===== src/rtl/lsq_load_port_pkg.sv =====
// Shared LSQ port definitions: default widths, per-cycle event bundle and a
// constant-foldable clog2 used to size counters and pointers.
package lsq_load_port_pkg;

  localparam int unsigned LsqDataSize = 32;
  localparam int unsigned LsqAddrSize = 32;

  // Everything that can happen to the load port in one clock cycle.
  typedef struct packed {
    logic fire;
    logic ret;
    logic spurious;
    logic pop;
  } lsq_evt_t;

  // Ceiling log2; lsq_clog2(1) == 0.
  function automatic int unsigned lsq_clog2(input int unsigned value);
    int unsigned res;
    res = 0;
    for (int unsigned i = 0; i < 32; i++) begin
      if ((64'd1 << i) < 64'(value)) begin
        res = i + 1;
      end
    end
    return res;
  endfunction

endpackage


===== src/rtl/lsq_load_port_data_fifo.sv =====
// Depth x DataWidth circular buffer for returned load data. Depth need not be
// a power of two: pointers wrap by explicit compare against the last slot.
module lsq_load_port_data_fifo
  import lsq_load_port_pkg::*;
#(
  parameter int unsigned Depth     = 4,
  parameter int unsigned DataWidth = LsqDataSize,
  parameter int unsigned CntWidth  = lsq_clog2(Depth + 1)
) (
  input  logic                 clk_i,
  input  logic                 rst_ni,
  input  logic                 wr_en_i,
  input  logic [DataWidth-1:0] wr_data_i,
  input  logic                 rd_en_i,
  output logic [DataWidth-1:0] rd_data_o,
  output logic [CntWidth-1:0]  count_o,
  output logic                 full_o,
  output logic                 empty_o
);

  localparam int unsigned PtrWidth = (Depth > 1) ? lsq_clog2(Depth) : 1;
  localparam logic [PtrWidth-1:0] LastPtr = PtrWidth'(Depth - 1);

  logic [DataWidth-1:0] mem_q [Depth];
  logic [PtrWidth-1:0]  wr_ptr_q, wr_ptr_d;
  logic [PtrWidth-1:0]  rd_ptr_q, rd_ptr_d;
  logic [CntWidth-1:0]  count_q, count_d;

  always_comb begin
    wr_ptr_d = wr_ptr_q;
    rd_ptr_d = rd_ptr_q;
    count_d  = count_q;
    if (wr_en_i) begin
      wr_ptr_d = (wr_ptr_q == LastPtr) ? '0 : wr_ptr_q + 1'b1;
    end
    if (rd_en_i) begin
      rd_ptr_d = (rd_ptr_q == LastPtr) ? '0 : rd_ptr_q + 1'b1;
    end
    unique case ({wr_en_i, rd_en_i})
      2'b10:   count_d = count_q + CntWidth'(1);
      2'b01:   count_d = count_q - CntWidth'(1);
      default: count_d = count_q;
    endcase
  end

  always_ff @(posedge clk_i) begin
    if (!rst_ni) begin
      wr_ptr_q <= '0;
      rd_ptr_q <= '0;
      count_q  <= '0;
    end else begin
      wr_ptr_q <= wr_ptr_d;
      rd_ptr_q <= rd_ptr_d;
      count_q  <= count_d;
    end
  end

  // Storage carries no reset; occupancy is tracked solely by count_q.
  always_ff @(posedge clk_i) begin
    if (wr_en_i) begin
      mem_q[wr_ptr_q] <= wr_data_i;
    end
  end

  assign rd_data_o = mem_q[rd_ptr_q];
  assign count_o   = count_q;
  assign full_o    = (count_q == CntWidth'(Depth));
  assign empty_o   = (count_q == '0);

endmodule


===== src/rtl/lsq_load_port.sv =====
// Memory-side stage for one LSQ load: issues addresses under a credit limit,
// buffers in-order returns and hands them back with valid/ready.
module lsq_load_port
  import lsq_load_port_pkg::*;
#(
  parameter int unsigned DATA_SIZE    = LsqDataSize,
  parameter int unsigned ADDRESS_SIZE = LsqAddrSize,
  parameter int unsigned DEPTH        = 4,
  parameter int unsigned CNT_W        = lsq_clog2(DEPTH + 1)
) (
  input  logic                    clk,
  input  logic                    rst,
  input  logic [ADDRESS_SIZE-1:0] addr_in,
  input  logic                    addr_in_valid,
  output logic                    addr_in_ready,
  output logic [ADDRESS_SIZE-1:0] mem_addr_out,
  output logic                    mem_req_valid,
  input  logic                    mem_req_ready,
  input  logic [DATA_SIZE-1:0]    mem_data_in,
  input  logic                    mem_data_valid,
  output logic [DATA_SIZE-1:0]    data_out,
  output logic                    data_out_valid,
  input  logic                    data_out_ready,
  output logic [CNT_W-1:0]        inflight,
  output logic                    err
);

  logic [CNT_W-1:0] inflight_q, inflight_d;
  logic [CNT_W-1:0] fifo_count;
  logic [CNT_W-1:0] credits;
  logic             fifo_full, fifo_empty;
  logic             has_credit;
  logic             err_q, err_d;
  lsq_evt_t         evt;

  // Credits come only from registered state, so a pop reopens the request
  // path on the following cycle and no ready->ready path exists.
  assign credits    = inflight_q + fifo_count;
  assign has_credit = (credits < CNT_W'(DEPTH));

  assign mem_addr_out   = addr_in;
  assign mem_req_valid  = rst & addr_in_valid & has_credit;
  assign addr_in_ready  = rst & mem_req_ready & has_credit;
  assign data_out_valid = rst & ~fifo_empty;

  always_comb begin
    evt.fire     = addr_in_valid & addr_in_ready;
    evt.ret      = mem_data_valid & (inflight_q != '0);
    evt.spurious = mem_data_valid & (inflight_q == '0);
    evt.pop      = data_out_valid & data_out_ready;
  end

  always_comb begin
    inflight_d = inflight_q;
    unique case ({evt.fire, evt.ret})
      2'b10:   inflight_d = inflight_q + CNT_W'(1);
      2'b01:   inflight_d = inflight_q - CNT_W'(1);
      default: inflight_d = inflight_q;
    endcase
    err_d = err_q | evt.spurious;
  end

  always_ff @(posedge clk) begin
    if (!rst) begin
      inflight_q <= '0;
      err_q      <= 1'b0;
    end else begin
      inflight_q <= inflight_d;
      err_q      <= err_d;
    end
  end

  assign inflight = inflight_q;
  assign err      = err_q;

  // The credit limit guarantees a free slot for every accepted return; the
  // full guard only keeps a corrupted count from overwriting live data.
  lsq_load_port_data_fifo #(
    .Depth     (DEPTH),
    .DataWidth (DATA_SIZE),
    .CntWidth  (CNT_W)
  ) u_data_fifo (
    .clk_i     (clk),
    .rst_ni    (rst),
    .wr_en_i   (evt.ret & ~fifo_full),
    .wr_data_i (mem_data_in),
    .rd_en_i   (evt.pop),
    .rd_data_o (data_out),
    .count_o   (fifo_count),
    .full_o    (fifo_full),
    .empty_o   (fifo_empty)
  );

endmodule

===== config.mk =====
export PLATFORM = sky130hd
export DESIGN_NAME = lsq_load_port
export DESIGN_NICKNAME = d
export VERILOG_FILES = /design/src/rtl/lsq_load_port_pkg.sv /design/src/rtl/lsq_load_port_data_fifo.sv /design/src/rtl/lsq_load_port.sv
export SDC_FILE = /design/constraint.sdc
export NUM_CORES = 1
export LEC_CHECK = 0
export ABC_CLOCK_PERIOD_IN_PS = 2220
export CELL_PAD_IN_SITES_DETAIL_PLACEMENT = 0
export CELL_PAD_IN_SITES_GLOBAL_PLACEMENT = 2
export CORE_AREA = 2 2 136 138
export CTS_BUF_LIST = sky130_fd_sc_hd__clkbuf_4 sky130_fd_sc_hd__clkbuf_8 sky130_fd_sc_hd__clkbuf_16
export DETAILED_ROUTE_END_ITERATION = 6
export DIE_AREA = 0 0 138 140
export PLACE_DENSITY = 0.81
export SYNTH_ARGS = -nofsm -noshare
export SYNTH_HDL_FRONTEND = slang
export SYNTH_SLANG_ARGS = --single-unit

===== constraint.sdc =====
create_clock -name clk -period 2.22 [get_ports clk]
set_input_delay 0.444 -clock clk [delete_from_list [all_inputs] [get_ports clk]]
set_output_delay 0.444 -clock clk [all_outputs]
set_load 0.02 [all_outputs]

* After elaboration in Yosys (flattened, before gate mapping)
Memory sizes are Yosys's and may differ from the RTL's. A register that Yosys moved wholly into a read port is not among the register bits. Index checks and enable logic that the tools add are counted.
Word-level totals: register bits after elaboration 11, RAM bits 128, input bits 70, logic and storage cells 47, memories 1
Memories:
- u_data_fifo.mem_q | depth 4, bits a word 32, rd ports 1, clocked after memory_dff 1, wr ports 1, RTL line lsq_load_port_data_fifo.sv:24 | logic [DataWidth-1:0] mem_q [Depth];
Cells by class: add/subtract/negate cells 7, $lt $le $gt $ge 1, equal/unequal tests 7, multiplexer cells 8, bitwise gates (word level) 13, reduce and logical (&&, ||, !) cells 5
Operator list (number):
- 3-bit one-hot mux with 2 select lines | 2
- 1-bit AND | 10
- 2-bit equality test (second input constant) | 4
- 2-bit two-way mux | 4
- 3-bit by 1-bit adder with 3-bit output (second input constant) | 2
- 3-bit logical NOT | 2
- 3-bit by 1-bit subtractor with 3-bit output (second input constant) | 2
- 2-bit by 1-bit adder with 2-bit output (second input constant) | 2
- 2-bit by 1-bit equality test with 1-bit output (second input constant) | 2
- 2-bit nonzero test | 2
- 3-bit adder | 1
- 3-bit equality test (second input constant) | 1
- 3-bit less-than comparator (second input constant) | 1
- 3-bit nonzero test | 1
- 1-bit two-way mux | 2
- 1-bit NOT | 2
- 1-bit bitwise OR | 1

* Logic depth before layout (Yosys ltp)
depth after elaboration 6, mapped depth 10, depth with buffers taken out 10

* Hierarchy
Synthesis repeated with hierarchy kept, for this count alone.
Second synthesis, totals: cells, all modules 280, area total of the unflattened synthesis 5646.7 um^2
By module, submodules not included:
- lsq_load_port_data_fifo | times used 1, cells an instance 214, area each 5122.4 um^2
- lsq_load_port | times used 1, cells an instance 66, area each 524.3 um^2

* Worst setup path after synthesis
No wires, ideal clock.
path type reg-to-reg, from register inflight_q[1] (netlist: inflight[1]), to register inflight_q[2] (netlist: inflight[2]), setup time 72 ps, arrival 2417 ps, path slack -269 ps, cell stages (with the launch flop) 11, cell sequence dfxtp_1 ha_1 a31oi_1 xnor2_1 nand4_1 ha_1 inv_1 fa_1 xor2_1 or3_2 a21oi_1
Between the ends: longest elaborated chain between the ends 6, elaborated cells on any way between the ends 12, those cells by class add/sub (3); order compare (1); eq/ne (2); mux (1); bitwise (3); reduce/logical (2)
RTL lines:
- start: declaration | RTL line lsq_load_port.sv:28 | logic [CNT_W-1:0] inflight_q, inflight_d;
- start signal: assignment | RTL line lsq_load_port.sv:68 | inflight_q <= inflight_d;
- 3-bit adder | RTL line lsq_load_port.sv:38 | assign credits = inflight_q + fifo_count;
- 3-bit less-than comparator | RTL line lsq_load_port.sv:39 | assign has_credit = (credits < CNT_W'(DEPTH));
- 1-bit AND | RTL line lsq_load_port.sv:43 | assign addr_in_ready = rst & mem_req_ready & has_credit;
- 1-bit AND | RTL line lsq_load_port.sv:47 | evt.fire = addr_in_valid & addr_in_ready;
- 2-bit by 1-bit equality test with 1-bit output / 2-bit equality test (equally long branches) | RTL line lsq_load_port.sv:55 | unique case ({evt.fire, evt.ret})
- 3-bit one-hot mux with 2 select lines / 2-bit nonzero test (equally long branches)
Several ways; a longest one is shown, not always the timed one. A chain may end at the register's enable or synchronous reset.

* Worst setup path in the final report
Same ends and word-level chain as after synthesis.

==> summary.txt <==
Floorplanning
  – Total Die Area: 19300 um2
  – Number of top-level pins: 141
  – Die boundary width: 138 um
  – Area of the core: 17800 um2
  – Die Span Y: 140 um
  – Initial core utilization: 31.4%
  – Row Count: 49

Critical path
  – Worst Setup Start Kind: flop
  – Worst Path Arrival: 2.51 ns
  – Critical-path maximum fanout: 2
  – Worst Setup End Kind: flop
  – Critical-path cell with the highest stage delay: dfxtp_4
  – Required time at the worst-slack endpoint: 2.57 ns
  – Cell-by-cell listing of the critical path: ha_4 -> a31oi_4 -> xnor2_2 -> nand4_1 -> ha_2 -> inv_1 -> fa_2 -> xor2_1 -> or3_4 -> a21oi_2
  – Critical path type: reg -> reg
  – Maximum single-stage delay on the critical path: 0.35 ns
  – Number of cells on the worst reg-to-reg path: 10

Placed design
  – Post-detailed-placement cell area: 6690 um2
  – Number of buffer cells added on primary ports: 76
  – Final estimated routing congestion in global placement: 0.746
  – # placed instances: 575
  – DP HPWL: 6470 um

Synthesis
  – Fraction of the mapped netlist area in adder cells: 2.51%
  – Synthesized Nets: 364
  – Area share of and/or/nand/nor cells after synthesis: 2.67%
  – Sequential fraction of the synthesis area: 73.5%
  – Warning count from the yosys run: 0
  – Synth Area in Compound Gates: 1.68%
  – Dominant cell type by area after synthesis: edfxtp_1
  – Syn avg cell area: 19.6 um2
  – Share of cell area taken by muxes after synthesis: 12.9%
  – Distinct cells, synth: 28
  – Number of synthesized flops with an enable pin: 128
  – Area share of xor/xnor cells in the synthesized design: 0.942%
  – Combinational family with the most area after synthesis: multiplexers
  – Flip-flop and latch count after synthesis: 141
  – Largest cells by area after synthesis: edfxtp_1, mux4_2, buf_4
  – Async SR Flop Fraction: 0%
  – Portion of synthesized cell area occupied by the leading cell type: 68.9%
  – Netlist area before placement: 5580 um2
  – Gate count after technology mapping: 284
  – Primary flip-flop cell chosen by synthesis mapping: edfxtp_1

STA
  – Sum Neg Setup Slack: 0 ns
  – Unrepaired setup endpoints after global routing: yes
  – Setup Skew: 0.0126 ns
  – Shortest clock period the worst path allows after layout: 2.15 ns
  – Number of hold violations in the final report: 0
  – Max Fclk: 464 MHz
  – Actual transition at the worst max-transition pin: 0.270 ns
  – Final setup viols: 0
  – Post-route fraction of the period consumed by the critical path: 97.0%
  – Max transition margin: 81.8%
  – Max-slew violation count: 0

Finish
  – # fillers: 1599
  – Final cell count without fillers: 609
  – Post-route standard cell area excluding fillers: 7230 um2
  – Share of cells above drive strength 1: 38.7%
  – Total number of nets in the final design: 447
  – Syn-to-layout area delta: 29.6%
  – Commonest non-fill, non-tap cell in the layout: edfxtp_1
  – Highest-count cells in the layout ignoring fill and taps: edfxtp_1, clkdlybuf4s50_1, mux4_2
  – Core occupancy in the finished layout: 40.7%
  – Antenna Diode Count: 0

Min path
  – Cells on Worst Hold Path: 2
  – Type of the most critical hold path: reg -> reg

Global route
  – Pin count of the biggest net entering global routing: 33
  – Initial antenna violation count: 0
  – Number of global-route vias before repair: 2921
  – Remaining global-route overflow: 0
  – Wire length of the first global-routing pass: 16000 um
  – GRT Overall Usage: 11.0%

Power
  – Total leakage power: 2.39 nW
  – Maximum ir drop on the vdd rail: 533 uV
  – Power density over cell area: 1070 nW/um2
  – Total power consumption of the routed design: 7.76 mW

Clocking
  – Maximum level of the CTS H-tree: 4
  – Total CTS buffers: 17
  – Clock network latency to the later pin of the worst-skew pair: 0.42 ns
  – Clock sink count: 141
  – CTS hold repair buffers: 0
  – CTS root buffer: clkbuf_16
  – CTS max path bufs: 2
  – Clock transition time at the flip-flop clock pins of the worst setup and hold paths: 0.06 ns
  – TritonCTS clock tree: yes

Routing
  – Via-per-instance ratio: 4.54
  – Routed WL: 10200 um
  – Number of vias after detailed routing: 2764
  – Remaining routing DRC violations: 0
  – Number of DRC markers after the initial detailed-route iteration: 207
  – Antenna Violating Nets Remaining: 0
  – Router iterations before antenna repair: 4
  – Avg WL per Cell: 16.7 um

Run status
  – Run status: finished, final reports clean

Flow run
  – MaxCap Viol Count: 0
-- final cells by class --
cell class	instances	area [um2]	share of cell area [%]
Sequential cell	141	4120	56.9
Inverter	11	41.3	0.571
Tap cell	229	287	3.96
Clock inverter	14	144	1.99
Timing Repair Buffer	103	972	13.4
Clock buffer	18	433	5.99
Multi-Input combinational cell	93	1240	17.1
-- critical path, delay by kind of cell, from the launching register on --
family / cells / cell delay (ns)
fa+ha+maj: 3 / 0.77
simple gates: 2 / 0.42
flops: 1 / 0.35
xor+xnor: 2 / 0.31
compound gates: 2 / 0.21
buf+inv: 1 / 0.05
-- logic make-up after synthesis --
logic type	Yosys count
xor+xnor	6
compound gates	16
flops	141
simple gates	29
mux	32
buf+inv	50
fa+ha+maj	10
-- synthesized netlist by cell type (3+ instances only) --
cell type	instances
inv_1	10
nand2_1	4
and3_1	6
xor2_1	4
mux4_2	32
dfxtp_1	13
o21ai_0	6
nor2_1	10
buf_1	3
a21oi_1	7
buf_4	35
ha_1	8
edfxtp_1	128
-- power breakdown --
| part | leakage, nW | switching (mW) | internal [mW] |
|---|---|---|---|
| Sequential | 1.26 | 0.119 | 3.18 |
| Combinational | 0.851 | 0.910 | 0.845 |
| Clock | 0.274 | 1.05 | 1.66 |
| Total | 2.39 | 2.07 | 5.69 |
-- routing by layer --
metal  global-route usage [%]  routed length, um  up-vias
met4                     4.56                159        0
met1                     13.1               4340     1400
met5                        0                  0        -
met3                     4.82                729       21
li1                         -                  -     1253
met2                     17.4               4940       90
-- path summary, 6_finish.rpt --
path	start	endpoint	slack [ns]
worst max-delay path	inflight[1]$_SDFFE_PN0P_	inflight[2]$_SDFFE_PN0P_	0.07
worst min-delay path	err$_SDFF_PN0_	err$_SDFF_PN0_	0.47
worst max register to register	inflight[1]$_SDFFE_PN0P_	inflight[2]$_SDFFE_PN0P_	0.07
worst min register to register	err$_SDFF_PN0_	err$_SDFF_PN0_	0.47
-- flip-flops by register name (all words and copies together) (netlist names), named ones only --
register              count
u_data_fifo.rd_ptr_q      2
u_data_fifo.mem_q       128
err                       1
inflight                  3
u_data_fifo.count_o       3
u_data_fifo.wr_ptr_q      2
-- repair_timing --
action / 4_1_cts / 5_1_grt
endpoints found under the setup margin: 37 / 19
cloned: 0 / 1
resized for setup: 131 / 28
setup buffers: 1 / 0
pin swaps: 4 / 2
-- stage by stage --
| step | hold WS (ns) | setup slack [ns] |
|---|---|---|
| 2_1_floorplan | 0.469 | 0.00559 |
| 3_3_place_gp | 0.466 | -0.184 |
| 3_5_place_dp | 0.467 | -0.289 |
| 4_1_cts | 0.478 | -0.103 |
| 5_1_grt | 0.511 | -0.0811 |
| 6_report | 0.471 | 0.0661 |
(Power assumes the default switching activity.)
